## config.mk

```make
export PLATFORM = sky130hd
export DESIGN_NAME = oled_cmd_sequencer
export DESIGN_NICKNAME = d
export VERILOG_FILES = /design/src/rtl/oled_pkg.sv /design/src/rtl/oled_seq_delay.sv /design/src/rtl/oled_cmd_sequencer.sv
export SDC_FILE = /design/constraint.sdc
export NUM_CORES = 1
export LEC_CHECK = 0
export ABC_CLOCK_PERIOD_IN_PS = 5100
export CAP_MARGIN = 0
export CORE_ASPECT_RATIO = 1.25
export CORE_UTILIZATION = 45
export DETAILED_ROUTE_END_ITERATION = 16
export PLACE_DENSITY = 0.7
export SETUP_SLACK_MARGIN = 0.5
export SKIP_CTS_REPAIR_TIMING = 1
export SYNTH_ARGS = -nofsm -noshare
export SYNTH_HDL_FRONTEND = slang
export SYNTH_SLANG_ARGS = --single-unit
```

## constraint.sdc

```tcl
create_clock -name clk -period 5.1 [get_ports clk]
set_input_delay 1.02 -clock clk [delete_from_list [all_inputs] [get_ports clk]]
set_output_delay 1.02 -clock clk [all_outputs]
set_load 0.02 [all_outputs]
```

## src/rtl/oled_pkg.sv

```systemverilog
// ---------------------------------------------------------------------------
// oled_pkg
// Shared definitions for the OLED command sequencer:
//   - ROM word width and field layout ({op[1:0], arg[7:0]})
//   - script opcodes (CMD / DATA / DELAY / END)
//   - sequencer FSM state encodings
//   - helper to classify opcodes that put a byte on the bus
// ---------------------------------------------------------------------------
package oled_pkg;

  localparam int ROM_W = 10;

  typedef enum logic [1:0] {
    OP_CMD   = 2'b00,
    OP_DATA  = 2'b01,
    OP_DELAY = 2'b10,
    OP_END   = 2'b11
  } op_e;

  typedef enum logic [3:0] {
    ST_IDLE   = 4'd0,
    ST_FETCH  = 4'd1,
    ST_DECODE = 4'd2,
    ST_SEND   = 4'd3,
    ST_WAIT   = 4'd4,
    ST_DELAY  = 4'd5,
    ST_NEXT   = 4'd6,
    ST_DONE   = 4'd7,
    ST_ERR    = 4'd8
  } state_e;

  // CMD and DATA entries both produce one byte on the driver.
  function automatic logic is_byte_op(input op_e op);
    return (op == OP_CMD) || (op == OP_DATA);
  endfunction

endpackage

```

## src/rtl/oled_seq_delay.sv

```systemverilog
// ---------------------------------------------------------------------------
// oled_seq_delay
// Loadable down-counter used for DELAY script entries.
//   clk      in   system clock
//   rst      in   async active-high reset
//   load_i   in   load value_i into the counter (has priority over tick_i)
//   tick_i   in   decrement by one (holds at zero)
//   value_i  in   W-bit load value
//   zero_o   out  counter currently equals zero
// ---------------------------------------------------------------------------
module oled_seq_delay #(
  parameter int W = 18
) (
  input  logic         clk,
  input  logic         rst,
  input  logic         load_i,
  input  logic         tick_i,
  input  logic [W-1:0] value_i,
  output logic         zero_o
);

  logic [W-1:0] cnt_q;
  logic [W-1:0] cnt_d;

  // Next count: load wins, otherwise count down and saturate at zero.
  always_comb begin
    cnt_d = cnt_q;
    if (load_i) begin
      cnt_d = value_i;
    end else if (tick_i && (cnt_q != '0)) begin
      cnt_d = cnt_q - W'(1);
    end else begin
      cnt_d = cnt_q;
    end
  end

  // Counter register.
  always_ff @(posedge clk or posedge rst) begin
    if (rst) begin
      cnt_q <= '0;
    end else begin
      cnt_q <= cnt_d;
    end
  end

  assign zero_o = (cnt_q == '0);

endmodule

```

## src/rtl/oled_cmd_sequencer.sv

```systemverilog
// ---------------------------------------------------------------------------
// oled_cmd_sequencer
// Walks a script held in an external synchronous ROM and feeds it byte by
// byte to an I2C driver. Entries are CMD (dc=0), DATA (dc=1), DELAY
// (arg*DLY_UNIT idle cycles) or END. NACKed bytes are resent up to
// MAX_RETRY times before the run aborts. A start pulse replays the script
// from BASE_ADDR whenever the sequencer is not busy.
//   clk        in   system clock
//   rst        in   async active-high reset
//   start      in   1-cycle pulse: run script from BASE_ADDR
//   rom_addr   out  ROM address (registered)
//   rom_data   in   {op[1:0], arg[7:0]}, valid 1 clk after rom_addr
//   iic_din    out  byte to driver (registered)
//   iic_dc     out  0=command, 1=data (registered)
//   iic_start  out  1-cycle pulse to driver (registered)
//   iic_done   in   1-cycle pulse: byte finished
//   iic_err    in   NACK flag, qualified by iic_done
//   busy       out  sequencer running
//   done       out  level: last run completed
//   err        out  level: last run aborted
// ---------------------------------------------------------------------------
module oled_cmd_sequencer
  import oled_pkg::*;
#(
  parameter int ADDR_W    = 6,
  parameter int SEQ_LEN   = 31,
  parameter int BASE_ADDR = 0,
  parameter int DLY_UNIT  = 1000,
  parameter int DLY_W     = 18,
  parameter int MAX_RETRY = 3
) (
  input  logic              clk,
  input  logic              rst,
  input  logic              start,
  output logic [ADDR_W-1:0] rom_addr,
  input  logic [ROM_W-1:0]  rom_data,
  output logic [7:0]        iic_din,
  output logic              iic_dc,
  output logic              iic_start,
  input  logic              iic_done,
  input  logic              iic_err,
  output logic              busy,
  output logic              done,
  output logic              err
);

  localparam int IDX_W = (SEQ_LEN > 1) ? $clog2(SEQ_LEN) : 1;
  localparam int RTY_W = (MAX_RETRY > 0) ? $clog2(MAX_RETRY + 1) : 1;

  state_e            state_q, state_d;
  logic [ADDR_W-1:0] rom_addr_q, rom_addr_d;
  logic [IDX_W-1:0]  idx_q, idx_d;
  logic [RTY_W-1:0]  retry_q, retry_d;
  logic [7:0]        iic_din_q, iic_din_d;
  logic              iic_dc_q, iic_dc_d;
  logic              iic_start_q, iic_start_d;
  logic              busy_q, busy_d;
  logic              done_q, done_d;
  logic              err_q, err_d;

  op_e               op_s;
  logic [7:0]        arg_s;
  logic              dly_load_s;
  logic              dly_tick_s;
  logic              dly_zero_s;
  logic [DLY_W-1:0]  dly_value_s;

  assign op_s  = op_e'(rom_data[9:8]);
  assign arg_s = rom_data[7:0];

  // DELAY occupies exactly arg*DLY_UNIT cycles: counting from N-1 down to 0.
  assign dly_value_s = DLY_W'((32'(arg_s) * 32'(DLY_UNIT)) - 32'd1);
  assign dly_tick_s  = (state_q == ST_DELAY) && !dly_zero_s;

  oled_seq_delay #(
    .W (DLY_W)
  ) u_delay (
    .clk     (clk),
    .rst     (rst),
    .load_i  (dly_load_s),
    .tick_i  (dly_tick_s),
    .value_i (dly_value_s),
    .zero_o  (dly_zero_s)
  );

  // Next-state and registered-output logic of the sequencer.
  always_comb begin
    state_d     = state_q;
    rom_addr_d  = rom_addr_q;
    idx_d       = idx_q;
    retry_d     = retry_q;
    iic_din_d   = iic_din_q;
    iic_dc_d    = iic_dc_q;
    iic_start_d = 1'b0;
    done_d      = done_q;
    err_d       = err_q;
    dly_load_s  = 1'b0;

    case (state_q)
      ST_IDLE, ST_DONE, ST_ERR: begin
        if (start) begin
          state_d    = ST_FETCH;
          rom_addr_d = ADDR_W'(BASE_ADDR);
          idx_d      = '0;
          retry_d    = '0;
          done_d     = 1'b0;
          err_d      = 1'b0;
        end else begin
          state_d = state_q;
        end
      end
      ST_FETCH: begin
        state_d = ST_DECODE;
      end
      ST_DECODE: begin
        if (is_byte_op(op_s)) begin
          iic_din_d   = arg_s;
          iic_dc_d    = (op_s == OP_DATA);
          iic_start_d = 1'b1;  // pulse is visible during SEND
          state_d     = ST_SEND;
        end else if (op_s == OP_DELAY) begin
          if (arg_s != 8'd0) begin
            dly_load_s = 1'b1;
            state_d    = ST_DELAY;
          end else begin
            state_d = ST_NEXT;
          end
        end else begin
          state_d = ST_DONE;
          done_d  = 1'b1;
        end
      end
      ST_SEND: begin
        state_d = ST_WAIT;
      end
      ST_WAIT: begin
        if (iic_done) begin
          if (!iic_err) begin
            retry_d = '0;
            state_d = ST_NEXT;
          end else if (retry_q < RTY_W'(MAX_RETRY)) begin
            retry_d     = retry_q + RTY_W'(1);
            iic_start_d = 1'b1;  // resend the same latched byte
            state_d     = ST_SEND;
          end else begin
            state_d = ST_ERR;
            err_d   = 1'b1;
          end
        end else begin
          state_d = ST_WAIT;
        end
      end
      ST_DELAY: begin
        if (dly_zero_s) begin
          state_d = ST_NEXT;
        end else begin
          state_d = ST_DELAY;
        end
      end
      ST_NEXT: begin
        if (idx_q == IDX_W'(SEQ_LEN - 1)) begin
          state_d = ST_DONE;
          done_d  = 1'b1;
        end else begin
          idx_d      = idx_q + IDX_W'(1);
          rom_addr_d = rom_addr_q + ADDR_W'(1);  // wraps modulo 2^ADDR_W
          state_d    = ST_FETCH;
        end
      end
      default: begin
        state_d = ST_IDLE;
      end
    endcase

    busy_d = !((state_d == ST_IDLE) || (state_d == ST_DONE) || (state_d == ST_ERR));
  end

  // State and output registers.
  always_ff @(posedge clk or posedge rst) begin
    if (rst) begin
      state_q     <= ST_IDLE;
      rom_addr_q  <= ADDR_W'(BASE_ADDR);
      idx_q       <= '0;
      retry_q     <= '0;
      iic_din_q   <= 8'd0;
      iic_dc_q    <= 1'b0;
      iic_start_q <= 1'b0;
      busy_q      <= 1'b0;
      done_q      <= 1'b0;
      err_q       <= 1'b0;
    end else begin
      state_q     <= state_d;
      rom_addr_q  <= rom_addr_d;
      idx_q       <= idx_d;
      retry_q     <= retry_d;
      iic_din_q   <= iic_din_d;
      iic_dc_q    <= iic_dc_d;
      iic_start_q <= iic_start_d;
      busy_q      <= busy_d;
      done_q      <= done_d;
      err_q       <= err_d;
    end
  end

  assign rom_addr  = rom_addr_q;
  assign iic_din   = iic_din_q;
  assign iic_dc    = iic_dc_q;
  assign iic_start = iic_start_q;
  assign busy      = busy_q;
  assign done      = done_q;
  assign err       = err_q;

endmodule
```

**After elaboration in Yosys (flattened, before gate mapping)**

Index checks and enable logic that the tools add are counted.

- $add $sub $neg: 5
- $mul: 1
- $lt $le $gt $ge: 1
- Equal/unequal tests: 22
- Muxes and demuxes: 41
- Reductions and logical operators: 23

Operators by type and width:

| operator | number |
|---|---|
| two-way mux 18 bit | 2 |
| subtractor 18 x 1 -> 18 bit (second input constant) | 2 |
| case mux 4 bit (7 select lines) | 1 |
| two-way mux 4 bit | 6 |
| == test 4 x 3 -> 1 bit (second input constant) | 5 |
| logical NOT 18 bit | 1 |
| nonzero test 18 bit | 1 |
| inequality test 2 bit (second input constant) | 8 |
| multiplier 8 x 7 -> 15 bit (second input constant) | 1 |
| two-way mux 1 bit | 15 |
| two-way mux 2 bit | 6 |
| two-way mux 6 bit | 2 |
| case mux 6 bit (2 select lines) | 1 |
| two-way mux 5 bit | 2 |
| case mux 5 bit (2 select lines) | 1 |
| AND reduction 5 bit | 2 |
| == test 4 x 2 -> 1 bit (second input constant) | 2 |
| == test 4 bit (second input constant) | 2 |
| logical NOT 4 bit | 2 |
| nonzero test 8 bit | 1 |
| adder 6 x 1 -> 6 bit (second input constant) | 1 |
| nonzero test 2 bit | 3 |
| adder 5 x 1 -> 5 bit (second input constant) | 1 |
| == test 5 bit (second input constant) | 1 |
| other kinds (19) | 24 |

- Bits in registers: 48
- Output and inout port bits: 19
- Word-level logic and storage cells: 104

**Logic depth before layout (Yosys ltp)**

Gate-level depths: netlist (run 1).

- Word-level depth: 9
- Gate-level depth with buffers: 16
- Gate-level depth less buffers: 15

**Cells and area by module**

A second synthesis (run 1) with hierarchy kept.

- Cell total of the unflattened synthesis: 482
- Area total of the unflattened synthesis: 4,419.2 µm²

By module, submodules not included:

| module | times used | cells an instance | area each (µm²) |
|---|---|---|---|
| oled_cmd_sequencer | 1 | 335 | 3,195.6 |
| oled_seq_delay | 1 | 147 | 1,223.7 |

**Least setup slack after synthesis (run 1)**

Ideal clock, no wire load.

- Path type: in2reg
- From: input port rom_data[1]
- To: register u_delay.cnt_q[16]
- Arrival: 5.048 ns
- Path slack: -0.084 ns
- Stages on the path: 14
- Buffers on the path: 0
- Path through: fa_1 inv_1 fa_1 fa_1 fa_1 inv_1 ha_1 nor2b_1 a221oi_1 o311ai_2 or4_1 nor4b_2 xor2_1 mux2i_1

- Word-level cells in the longest chain between the ends: 6
- Elaborated cells on any way between the ends: 9
- Those cells by class: 1 x add/sub; 1 x mul; 5 x mux; 2 x reduce/logical

Ends and longest elaborated chain:

| element | RTL line | RTL |
|---|---|---|
| start, declared | oled_cmd_sequencer.sv:36 | `input logic [ROM_W-1:0] rom_data,` |
| parallel branches: the longest is 6 deep, another holds subtractor 18 x 1 -> 18 bit | n/a |  |
| end signal, assigned | oled_seq_delay.sv:42 | `cnt_q <= cnt_d;` |
| end, declared | oled_seq_delay.sv:22 | `logic [W-1:0] cnt_q;` |

Parallel ways; which one is timed is not known.
A chain may end at the register's enable or synchronous reset.

**Worst setup path after layout (run 1)**

- From: input port rom_data[4]
- To: register u_delay.cnt_q[15]

The elaborated chain is that of the path after synthesis.

==> impl_results.md, run 1 <==
* Status: complete, no violations
* CP Data Required Time at between 5 and 6 ns
* Clk sinks at 48
* Routed wire length per instance at about 15 um
* Routed Wire Length at a little under 10,000 um
* Synth Area per Inst at between 9 and 10 um^2
* Pre-CTS setup slack at -0.605 ns
* Adder-cell share of the synthesized area at 0.237
* #FFs+latches synth at 48
* Vias per cell at 5.37
* Gp weighted congestion at 0.873
* Critical path's largest stage delay at about 0.51 ns
* Share of cells above drive strength 1 at 0.234
* Seq pwr share at 0.195
* R2r startpoint: state_q[2]
* RSZ-0062 raised after global routing: yes
* Crit-path leading delay family: adder cells
* Netlist cell types at between 50 and 60
* Total of max-cap violations at 0
* Placed Cells at 660
* Slew Viols, Final at 0
* Worst vdd ir at about 0.30 mV
* Synth Area in Simple Gates at 0.183
* Cells after Synth at 458
* Post-route clock period utilization at 0.999
* Buf+Inv Stages, Crit Path at 5
* Final nets at 635
* CTS Root Cell: clkbuf_16
* Post-Synth XOR/XNOR Area at 0.0794
* Vias at approximately 3,600
* Initial antenna violation count at 0
* Internal at between 2000 and 2500 uW
* Syn Std Cell Area at approximately 0.0043 mm^2
* Top cells by count, synth: dfrtp_1, ha_1, inv_1
* Setup crit start: rom_data[4]
* Setup crit end kind: flip-flop
* Post-synth EDFFs at 0
* First-pass GRT wire length at ~17,000 um
* F_max at between 150 and 200 MHz
* Multiplexer share of the synthesized area at 0.0355
* CTS tree: yes
* Setup ws final at ~0.0053 ns
* CP startpoint kind: input pin
* Min Tclk post-route at 5.09 ns
* Syn_nets at between 500 and 600
* FF-to-FF setup slack at 2.28 ns
* Critical Path Stages at 17
* FFs w/ async S/R, synth at 1.00
* Syn-to-layout area delta at 30.3%
* Hpwl dp at between 7000 and 8000 um
* YS warnings at 0
* Clock network power share at 0.111
* Full die area at 0.00996 mm^2
* Num CTS Buffers at 5
* Hold Path Class: reg -> reg
* Largest family of logic cells by synthesized area: adder cells
* Core Util, Final at 0.608
* Worst Setup EP: u_delay.cnt_q[15]
* Reg-to-Reg End: busy
* Sequential area share after synthesis at 0.279
* Initial DRT Pass Iterations at 4
* Synth top area cells: dfrtp_1, ha_1, fa_1
* Die height at between 100 and 150 um
* Compound-Gate Fraction of Synth Area at 0.132
* Switching power at approximately 1400 uW
* FF+latch area at around 0.0012 mm^2
* Setup Skew at 0.00638 ns
* Relative slew margins at 0.330
* Fin. Hold Viols at 0
* Clk_lat worst skew at just under 0.3 ns
* Clock slew at reported path FFs at 0.07 ns
* Crit-path cells: dlymetal6s2s_1 > clkinvlp_4 > buf_4 > fa_1 > fa_1 > inv_1 > fa_1 > ha_4 > ha_4 > clkbuf_2 > nand2_1 > nand2_2 > or4_4 > a2111oi_4 > nand3b_1 > xnor2_1 > mux2_4
* Die Wd at 89.5 um
* PortBufs at 33
* Largest net degree at the start of global routing at 49
* I/O pins at 34
* Worst slew pin tran at between 1 and 1.5 ns
* Total track usage at 0.206
* Slowest CP cell: fa_1
* PwrDens at about 610 mW/mm^2
* Cell mode on critical path: fa_1
* Antenna Violating Nets Remaining at 0
* Critical Path AT at ~5.3 ns
* Fillers at 748
* Leakage dissipation at roughly 0.0026 uW
* Initial Util at 0.466
* Worst-path maximum fanout at 6
* Number of diodes at 0
* Max H-tree Level at 2
* Vias in the first global route at between 3,000 and 4,000
* Num rows at 39
* Clock Path Buffers at 2
* Multi-input logic area at just over 0.003 mm^2
* Synth area leader: dfrtp_1
* Total negative slack at 0 ns
* Drc violations at 0
* Grt ovf at 0
* # setup viols final at 0
* Yosys top cell area share at 0.279
* DR iter-0 viols at between 150 and 200
* Synth Flop Type: dfrtp_1
* Comb pwr share at 0.694
* Sw frac at 0.416
* Worst r2r path cells at 7
* Non-filler instance count after layout at 675
* Core area at ~0.009 mm^2
* Critical path class: in -> reg
[cell type report]
cell class,instances,area share
Multi-Input combinational cell,350,0.545
Inverter,48,0.0328
Clock buffer,5,0.0223
Clock inverter,3,0.00826
Sequential cell,48,0.214
Tap cell,123,0.0275
Timing Repair Buffer,98,0.150
[state kept, by name (all words and copies together), names as in the netlist]
| name | flops |
|---|---|
| u_delay.cnt_q | 18 |
| iic_din | 8 |
| rom_addr | 6 |
| idx_q | 5 |
| state_q | 4 |
| retry_q | 2 |
| busy | 1 |
| done | 1 |
| err | 1 |
| iic_dc | 1 |
| iic_start | 1 |
[layer usage]
layer / vias up / GRT usage / part of all wire
met3: 10 / 0.0261 / 0.020
met1: 1760 / 0.249 / 0.42
met4: 0 / 0.0444 / 0.011
met5: - / 0 / 0
met2: 67 / 0.382 / 0.55
li1: 1790 / - / -
[power by group through the flow]
stage	combinational [uW]	clock [uW]	sequential, uW
4_1_cts	2190	385	669
3_5_place_dp	2170	0	674
5_1_grt	2620	404	693
3_3_place_gp	2120	0	661
2_1_floorplan	1360	0	694
6_report	2390	384	670
[tightest hold or removal path, cell delays in order, from the launching register on]
cell and delay, ns:
dfrtp_1 0.35, nand2_1 0.05, o21ai_0 0.06
[per-stage QoR]
step	hold slack, ns	total power [uW]	area, um^2
3_5_place_dp	0.480	2850	5250
4_1_cts	0.496	3240	5420
5_1_grt	0.525	3710	5600
3_3_place_gp	0.470	2780	5250
6_report	0.493	3440	5600
2_1_floorplan	0.454	2060	4380
[kinds of logic (layout without fill, tap and decap cells)]
group                    Yosys count  in the layout
AO/OA/AOI/OAI                     84             84
adder cells (fa/ha/maj)           69             69
multiplexers                      14             14
buffers and inverters             60            154
XOR/XNOR                          39             39
AND/OR/NAND/NOR                  144            144
flip-flops                        48             48
[worst min path at each step]
stage                from    endpoint  slack (ns)  cells after the start
4_1_cts        retry_q[1]  retry_q[1]        0.50                      2
5_1_grt        retry_q[0]  retry_q[0]        0.53                      1
3_3_place_gp   retry_q[1]  retry_q[1]        0.47                      2
6_report       retry_q[1]  retry_q[1]        0.49                      2
3_5_place_dp   retry_q[1]  retry_q[1]        0.48                      2
2_1_floorplan  retry_q[1]  retry_q[1]        0.45                      2
[placed cells by master, fill, tap and decap left out, types with 3 or more instances in the layout]
cell type	Yosys	routed
a21oi_1	22	19
a21oi_2	0	3
a31oi_1	9	9
and3_1	4	4
buf_4	1	61
buf_6	0	4
clkbuf_16	0	5
clkdlybuf4s50_1	0	26
dfrtp_1	48	48
dlymetal6s2s_1	0	4
fa_1	21	21
ha_1	48	44
ha_4	0	4
inv_1	48	41
inv_2	0	6
mux2_2	10	9
mux2i_1	4	4
nand2_1	33	32
nand2b_1	4	4
nand3_1	11	10
nand3b_1	4	4
nand4_1	8	8
nor2_1	32	30
nor2b_1	5	4
nor3_1	8	8
nor3b_1	8	8
nor4_1	4	4
o211ai_1	3	3
o21a_1	3	3
o21ai_0	19	17
o22ai_1	3	3
or2_2	3	3
or3_1	6	5
xnor2_1	19	15
xnor2_2	0	4
xor2_1	20	20
Note: power is estimated with default switching activity, not from simulation.
==> inputs of run 2 (changes only) <==
--- a/config.mk
+++ b/config.mk
@@ -10,6 +10,7 @@
 export CORE_ASPECT_RATIO = 1.25
 export CORE_UTILIZATION = 45
 export DETAILED_ROUTE_END_ITERATION = 16
+export MAX_ROUTING_LAYER = met4
 export PLACE_DENSITY = 0.7
 export SETUP_SLACK_MARGIN = 0.5
 export SKIP_CTS_REPAIR_TIMING = 1
==> impl_results.md, run 2 (synthesized netlist as in run 1, its figures left out) <==
* Buf+Inv Stages, Crit Path at 4
* CP Data Required Time at 5.23 ns
* Share of cells above drive strength 1 at 0.230
* Hold Path Class: reg -> reg
* Initial Util at 0.466
* Fillers at about 760
* Crit-path cells: buf_8 > fa_1 > inv_1 > fa_1 > fa_1 > fa_1 > inv_2 > ha_4 > nor2_1 > a221oi_4 > o311ai_4 > buf_4 > or4_4 > nor4b_4 > xor2_1 > mux2i_1
* PortBufs at 33
* Clk_lat worst skew at between 0.2 and 0.3 ns
* Worst r2r path cells at 7
* Largest net degree at the start of global routing at 49
* Commonest non-fill, non-tap cells in the layout: buf_4, dfrtp_1, ha_1, inv_1
* Cell mode on critical path: fa_1
* Vias at 3,567
* FF+latch area at 0.00120 mm^2
* Max H-tree Level at 2
* Routed wire length per instance at about 14 um
* Critical Path Stages at 16
* Antenna Violating Nets Remaining at 0
* Initial antenna violation count at 0
* Relative slew margins at 0.328
* Multi-input logic area at ~0.0030 mm^2
* I/O pins at 34
* RSZ-0062 raised after global routing: yes
* Status: complete, no violations
* DR iter-0 viols at around 120
* Slowest CP cell: fa_1
* Initial DRT Pass Iterations at 5
* Vias per cell at approximately 5.3
* Critical Path AT at approximately 5 ns
* First-pass GRT wire length at 15,800 um
* Total of max-cap violations at 0
* CTS Root Cell: clkbuf_16
* Setup Skew at between 0.009 and 0.01 ns
* Full die area at approximately 0.01 mm^2
* Clock Path Buffers at 2
* Worst-path maximum fanout at 6
* Fin. Hold Viols at 0
* Routed Wire Length at approximately 9400 um
* Setup ws final at 0.111 ns
* Critical path's largest stage delay at 0.53 ns
* Slew Viols, Final at 0
* # setup viols final at 0
* Post-route clock period utilization at 0.978
* Clk sinks at 48
* Final nets at between 600 and 700
* Num CTS Buffers at 5
* Leading cell type in the layout, fill and taps excluded: buf_4
* Syn-to-layout area delta at 29.1%
* Worst slew pin tran at between 0.9 and 1 ns
* Die Wd at ~90 um
* Hold path depth at 2
* Setup crit end kind: flip-flop
* Num rows at 39
* Reg with most FFs: u_delay.cnt_q
* CTS tree: yes
* Drc violations at 0
* Die height at around 110 um
* Grt ovf at 0
* Critical path class: in -> reg
* Worst vdd ir at 0.294 mV
* Max reg flops at 18
* Number of diodes at 0
* Hpwl dp at between 7000 and 8000 um
* Crit-path leading delay family: adder cells
* Min Tclk post-route at between 4 and 5 ns
* CP startpoint kind: input pin
* PwrDens at slightly above 600 mW/mm^2
* Clock slew at reported path FFs at approximately 0.07 ns
* Leakage dissipation at 0.00257 uW
* Gp weighted congestion at roughly 0.87
* Total negative slack at 0 ns
* Pre-CTS setup slack at -0.605 ns
* Vias in the first global route at ~3,600
* Core area at ~0.0092 mm^2
* Total track usage at 0.206
* F_max at roughly 200 MHz
[run 2: where the power goes]
part	total (uW)	switching, uW	internal (uW)
combinational	2330	1110	1220
sequential	668	141	527
clock	430	147	283
total	3430	1400	2030
[run 2: worst paths after layout]
check / to / slack, ns / startpoint
worst min-delay path: retry_q[1] / 0.49 / retry_q[1]
max in group asynchronous: u_delay.cnt_q[6] / 3.19 / rst
worst max register to register: u_delay.cnt_q[6] / 2.32 / state_q[2]
min in group asynchronous: u_delay.cnt_q[2] / 1.28 / rst
worst min register to register: retry_q[1] / 0.49 / retry_q[1]
worst max-delay path: u_delay.cnt_q[16] / 0.11 / rom_data[1]
[run 2: tightest hold or removal path, delay by kind of cell (launching register included)]
family | cells | cell delay [ns]
AOI/OAI and AO/OA | 1 | 0.06
and+or+nand+nor | 1 | 0.05
DFF | 1 | 0.35
[run 2: area by class of cell]
| class | instances | share of cell area |
|---|---|---|
| Inverter | 48 | 0.0331 |
| Sequential cell | 48 | 0.216 |
| Tap cell | 123 | 0.0277 |
| Timing Repair Buffer | 95 | 0.144 |
| Multi-Input combinational cell | 350 | 0.544 |
| Clock buffer | 5 | 0.0225 |
| Clock inverter | 3 | 0.0124 |
[run 2: through the flow]
| stage | hold slack [ns] | std cells | utilization | cell area [um^2] | total power (uW) |
|---|---|---|---|---|---|
| 2_1_floorplan | 0.454 | 458 | - | 4380 | 2060 |
| 3_3_place_gp | 0.470 | 659 | 0.568 | 5240 | 2760 |
| 3_5_place_dp | 0.479 | 659 | 0.568 | 5240 | 2820 |
| 4_1_cts | 0.494 | 667 | 0.589 | 5430 | 3260 |
| 5_1_grt | 0.531 | 672 | 0.602 | 5550 | 3710 |
| 6_report | 0.492 | 672 | 0.602 | 5550 | 3430 |
[run 2: layer usage]
layer	global-route usage	routed length, um	up-vias
met3	0.0231	193	14
met5	-	0	-
li1	-	-	1775
met1	0.228	3910	1721
met4	0.0540	137	0
met2	0.382	5200	57
